$ cat src/rtl/uart_fb_loader_pkg.sv
// Shared framebuffer constants: loader FSM state encoding, a constant-safe
// clog2 width helper, and the byte bit-reversal used on the write path.
// The LCD scan-out block imports the same package.
package uart_fb_loader_pkg;

  typedef enum logic [0:0] {
    ST_IDLE   = 1'b0,  // x=y=0, no frame in progress
    ST_STREAM = 1'b1   // frame partially received
  } fb_state_e;

  // ceil(log2(v)), never less than 1 so a 1-entry range still gets a bit.
  function automatic int clog2(input int v);
    int r;
    r = 0;
    for (int i = 0; i < 31; i++)
      if ((1 << i) < v) r = i + 1;
    return (r < 1) ? 1 : r;
  endfunction

  // Swap MSB/LSB order: the panel's column bytes are wired top-bit-first.
  function automatic logic [7:0] bit_rev8(input logic [7:0] b);
    logic [7:0] r;
    for (int i = 0; i < 8; i++) r[i] = b[7-i];
    return r;
  endfunction

endpackage

$ cat src/rtl/uart_fb_loader_pulse_stretch.sv
// pulse_stretch: retriggerable pulse stretcher.
//   clk   - system clock
//   reset - asynchronous active-high reset
//   trig  - restart the stretch window
//   out   - high for LEN cycles after the most recent trig, starting the
//           cycle after trig
module pulse_stretch
  import uart_fb_loader_pkg::*;
#(
  parameter int LEN = 4800000
) (
  input  logic clk,
  input  logic reset,
  input  logic trig,
  output logic out
);

  localparam int CW = clog2(LEN + 1);

  logic [CW-1:0] cnt;

  always_ff @(posedge clk or posedge reset) begin
    if (reset)             cnt <= '0;
    else if (trig)         cnt <= CW'(LEN);
    else if (cnt != '0)    cnt <= cnt - 1'b1;
  end

  assign out = (cnt != '0);

endmodule

$ cat src/rtl/uart_fb_loader.sv
// uart_fb_loader: turns a stream of received UART bytes into framebuffer
// write-port transactions, column-major (y inner, x outer). A partial frame
// is abandoned after TIMEOUT idle cycles so the host can resync by simply
// pausing. The RAM itself lives outside; only the write port comes from here.
//   clk, reset          - clock, asynchronous active-high reset
//   rx_data, rx_strobe  - received byte and its one-cycle valid
//   wr_en/wr_x/wr_y/wr_data - one-cycle registered write (1-cycle latency)
//   frame_done          - pulses with the write of the last byte of a frame
//   resync              - pulses when a partial frame is dropped on timeout
//   active              - stretched activity indicator (LED)
module uart_fb_loader
  import uart_fb_loader_pkg::*;
#(
  parameter int COLS        = 240,
  parameter int ROW_BYTES   = 8,
  parameter int BIT_REVERSE = 1,
  parameter int TIMEOUT     = 48000,
  parameter int ACT_CYCLES  = 4800000,
  parameter int XW          = clog2(COLS),
  parameter int YW          = clog2(ROW_BYTES)
) (
  input  logic          clk,
  input  logic          reset,
  input  logic [7:0]    rx_data,
  input  logic          rx_strobe,
  output logic          wr_en,
  output logic [XW-1:0] wr_x,
  output logic [YW-1:0] wr_y,
  output logic [7:0]    wr_data,
  output logic          frame_done,
  output logic          resync,
  output logic          active
);

  localparam int CW = clog2(TIMEOUT + 1);

  fb_state_e     state_q, state_d;
  logic [XW-1:0] x_q, x_d;
  logic [YW-1:0] y_q, y_d;
  logic [CW-1:0] idle_q, idle_d;
  logic          wr_en_d, done_d, resync_d;
  logic          last_x, last_y;
  logic [7:0]    data_fmt;

  assign last_y   = (y_q == YW'(ROW_BYTES - 1));
  assign last_x   = (x_q == XW'(COLS - 1));
  assign data_fmt = (BIT_REVERSE != 0) ? bit_rev8(rx_data) : rx_data;

  // State register
  always_ff @(posedge clk or posedge reset) begin
    if (reset) state_q <= ST_IDLE;
    else       state_q <= state_d;
  end

  // Next-state / address / idle-counter logic. A strobe always takes
  // priority over the timeout check, so a byte arriving on the exact
  // timeout cycle is accepted at the current address.
  always_comb begin
    state_d  = state_q;
    x_d      = x_q;
    y_d      = y_q;
    idle_d   = idle_q;
    wr_en_d  = 1'b0;
    done_d   = 1'b0;
    resync_d = 1'b0;
    if (rx_strobe) begin
      wr_en_d = 1'b1;
      idle_d  = '0;
      if (last_y) begin
        y_d = '0;
        if (last_x) begin
          x_d     = '0;
          done_d  = 1'b1;
          state_d = ST_IDLE;
        end else begin
          x_d     = x_q + 1'b1;
          state_d = ST_STREAM;
        end
      end else begin
        y_d     = y_q + 1'b1;
        state_d = ST_STREAM;
      end
    end else begin
      unique case (state_q)
        ST_STREAM: begin
          if (idle_q == CW'(TIMEOUT)) begin
            x_d      = '0;
            y_d      = '0;
            idle_d   = '0;
            resync_d = 1'b1;
            state_d  = ST_IDLE;
          end else begin
            idle_d = idle_q + 1'b1;
          end
        end
        default: idle_d = '0;  // IDLE: counter parked at zero
      endcase
    end
  end

  // Datapath and registered outputs
  always_ff @(posedge clk or posedge reset) begin
    if (reset) begin
      x_q        <= '0;
      y_q        <= '0;
      idle_q     <= '0;
      wr_en      <= 1'b0;
      wr_x       <= '0;
      wr_y       <= '0;
      wr_data    <= '0;
      frame_done <= 1'b0;
      resync     <= 1'b0;
    end else begin
      x_q        <= x_d;
      y_q        <= y_d;
      idle_q     <= idle_d;
      wr_en      <= wr_en_d;
      frame_done <= done_d;
      resync     <= resync_d;
      if (rx_strobe) begin
        wr_x    <= x_q;
        wr_y    <= y_q;
        wr_data <= data_fmt;
      end
    end
  end

  pulse_stretch #(.LEN(ACT_CYCLES)) u_act (
    .clk   (clk),
    .reset (reset),
    .trig  (rx_strobe),
    .out   (active)
  );

endmodule

$ cat config.mk
export PLATFORM = sky130hd
export DESIGN_NAME = uart_fb_loader
export DESIGN_NICKNAME = d
export VERILOG_FILES = /design/src/rtl/uart_fb_loader_pkg.sv /design/src/rtl/uart_fb_loader_pulse_stretch.sv /design/src/rtl/uart_fb_loader.sv
export SDC_FILE = /design/constraint.sdc
export NUM_CORES = 1
export LEC_CHECK = 0
export ABC_CLOCK_PERIOD_IN_PS = 2400
export BUFFER_PORTS_ARGS = -buffer_cell sky130_fd_sc_hd__buf_4
export CORE_ASPECT_RATIO = 0.6
export CORE_MARGIN = 2
export CORE_UTILIZATION = 30
export DETAILED_ROUTE_END_ITERATION = 7
export GPL_TIMING_DRIVEN = 0
export PLACE_DENSITY_LB_ADDON = 0.25
export SYNTH_ARGS = -nofsm -noshare
export SYNTH_HDL_FRONTEND = slang
export SYNTH_SLANG_ARGS = --single-unit
$ cat constraint.sdc
create_clock -name clk -period 2.4 [get_ports clk]
set_input_delay 0 -clock clk [delete_from_list [all_inputs] [get_ports clk]]
set_output_delay 0 -clock clk [all_outputs]
set_load 0.1 [all_outputs]
==> metrics <==
H-tree levels=3; Die Span Y=87.4 um; worst-skew pair later-pin latency=0.33 ns; core footprint=11300 sq um; Post-Synthesis Cells=335; mux share of post-synthesis cell area=6.16%; ant diodes=0; outcome=finished, final reports clean; Post-Layout Cell Count=565; Hold Violations, Final=0; DR DRC count=0; WP data arrival=2.32 ns; final-report setup violation count=0; register area share after synthesis=52.6%; final worst path period share=96.5%; IO Pins=34; 1st-iter DRT viols=187; Clock Tree Root=clkbuf_16; yosys warns=0; Worst-Margin Slew=0.932 ns; Initial DRT Pass Iterations=4; kind of critical path=reg -> out; R2R Path Start=u_act.cnt[5]; IO buf count=33; most frequent cells in the layout=73 x dfrtp_1, 44 x buf_4, 42 x nor2_1, 23 x nand2_1, 23 x xor2_1; Synth Area in Compound Gates=6.80%; Max transition margin=37.3%; Max-Cap Viols=0; Num Clock Sinks=73; vias in the first global route=2566; Adder-Cell Fraction of Synth Area=2.16%; global-route wire length before repair=12700 um; Pleak=1.92 nW; Starting Density=30.8%; initial antenna violation count=0; pins over their slew limit=0; total grt overflow=0; Area after DPL=3950 sq um; Routability Congestion=0.830; register share of total power=37.0%; worst vdd ir=615 uV; die width=143 um; clock share of power=36.5%; Mapped Nets=352; largest net degree at the start of global routing=39; Yosys reg bits=73; post-synthesis area per instance=10.4 sq um; wire per inst=13.4 um; CP startpoint=u_act.cnt[5]; Final Cell Area=4530 sq um; R2R Setup Slk=0.12 ns; largest family of logic cells by synthesized area=simple AND/OR/NAND/NOR gates; CTS Buf Count=9; area delta synth->final=30.3%; required time of the critical path=2.40 ns; Final Hold Slack=0.267 ns; combinational group share of total power=26.6%; Max FO, Critical Path=4; clk_skew=0.00724 ns; Via density=4.69; RSZ-0062 raised after global routing=false; xor/xnor share of the synthesized area=7.81%; most common cell after layout, fill and taps aside=dfrtp_1; sw power=1.35 mW; Total Wirelength=7580 um; Switching Fraction=33.4%; minimum clock period=2.32 ns; die area=12500 sq um; CTS clk-pin slew, worst paths=0.06 ns; Final Net Count=417; CP Capture Type=output pin; FF-to-FF End=u_act.cnt[0]; crit start category=flop; Netlist cell types=44; PwrDens=889 nW/um^2; layout cells sized above 1=24.2%; CTS tree=yes; Internal=2.68 mW; synthesized area=3480 sq um; placed instance count=529; Final ANT Viol Nets=0; HPWL after detailed placement=5090 um; GR Util All Layers=13.2%; maximum clock frequency=0.432 GHz; Simple-Gate Fraction of Synth Area=21.7%; Max Root-Sink Buffers=2; vias=2649; Rows=30; R2R depth=8; worst hold path type=in -> async
metal layers:
metal	part of all wire, %	vias to the layer above	GRT usage [%]
met2	41	37	18.2
met4	0.98	0	4.86
met3	3.1	6	3.68
li1	-	1313	-
met5	0	-	0
met1	55	1293	19.4
power groups by stage:
stage / clock [mW] / combinational (mW) / sequential [mW]
floorplan: 0 / 0.311 / 1.94
global placement: 0 / 0.944 / 1.51
detailed placement: 0 / 0.956 / 1.51
CTS: 1.50 / 1.05 / 1.49
global route: 1.56 / 1.15 / 1.51
finish: 1.47 / 1.07 / 1.49
final cells by class:
| class | count | area [sq um] |
|---|---|---|
| tap | 160 | 200 |
| clock inverter | 5 | 77.6 |
| clock buffer | 11 | 253 |
| buffer | 11 | 58.8 |
| timing repair buffer | 56 | 470 |
| sequential | 73 | 1830 |
| multi-input combinational | 239 | 1600 |
| fill | 1082 | 6770 |
| inverter | 10 | 40.0 |
sequential cells by signal, indices dropped and copies added, names as in the netlist:
register    count
frame_done      1
idle_q         16
resync          1
state_q         1
u_act.cnt      23
wr_data         8
wr_en           1
wr_x            8
wr_y            3
x_q             8
y_q             3
synthesized netlist by cell type, drive strengths merged:
cell | n | area [sq um]
a211o | 1 | 8.76
a211oi | 2 | 15.0
a21boi | 1 | 7.51
a21oi | 6 | 30.0
a31oi | 1 | 6.26
and2 | 3 | 18.8
and3 | 7 | 43.8
and4 | 1 | 8.76
buf | 5 | 30.0
clkbuf | 8 | 30.0
dfrtp | 73 | 1830
ha | 6 | 75.1
inv | 10 | 37.5
mux2 | 19 | 214
nand2 | 23 | 86.3
nand2b | 1 | 6.26
nand3 | 11 | 55.1
nand3b | 1 | 7.51
nand4 | 10 | 62.6
nand4b | 1 | 8.76
nor2 | 42 | 158
nor2b | 3 | 18.8
nor3 | 12 | 60.1
nor3b | 2 | 20.0
nor4 | 5 | 31.3
nor4b | 1 | 8.76
nor4bb | 2 | 20.0
o2111ai | 1 | 8.76
o211ai | 4 | 30.0
o21ai | 17 | 85.1
o31ai | 6 | 45.0
or2 | 3 | 18.8
or3 | 7 | 48.8
or3b | 1 | 8.76
or4 | 7 | 52.6
or4bb | 1 | 11.3
xnor2 | 8 | 70.1
xor2 | 23 | 201
worst max-delay path by stage:
stage                                to  slack, ns  cells past startpoint
after floorplan           u_act.cnt[16]       0.01                      7
after global placement       wr_data[6]      -0.46                      2
after detailed placement  u_act.cnt[16]      -0.14                      7
after CTS                        active       0.01                      7
after global routing             x_q[4]      0.006                      8
final                            active       0.08                      6
cell families after synthesis:
kind of cell / Yosys count
buffers and inverters: 23
XOR/XNOR: 31
multiplexers: 19
adder cells (fa/ha/maj): 6
AO/OA/AOI/OAI: 39
flip-flops: 73
AND/OR/NAND/NOR: 144
critical path, cell delays in order, from the launching register on:
cell and delay, ns:
dfrtp_1 0.40, or4_4 0.53, buf_6 0.13, or3_4 0.40, or2_1 0.23, buf_6 0.13
buf_12 0.16
per-stage QoR:
stage,util [%],setup TNS (ns),power [mW],setup slack [ns]
final,40.1,0,4.03,0.0844
after global routing,40.1,0,4.22,0.00614
after CTS,39.7,0,4.04,0.0137
after detailed placement,35.0,-0.239,2.47,-0.138
after global placement,34.8,-33.59,2.46,-0.460
after floorplan,-,0,2.25,0.0137
timing repair:
action,CTS,global route
pin swaps,0,4
hold endpoints to repair,45,0
hold buffers,10,0
buffers inserted,9,3
setup endpoints to repair,6,7
resized for setup,10,8
Power figures use the tool's default switching activity.
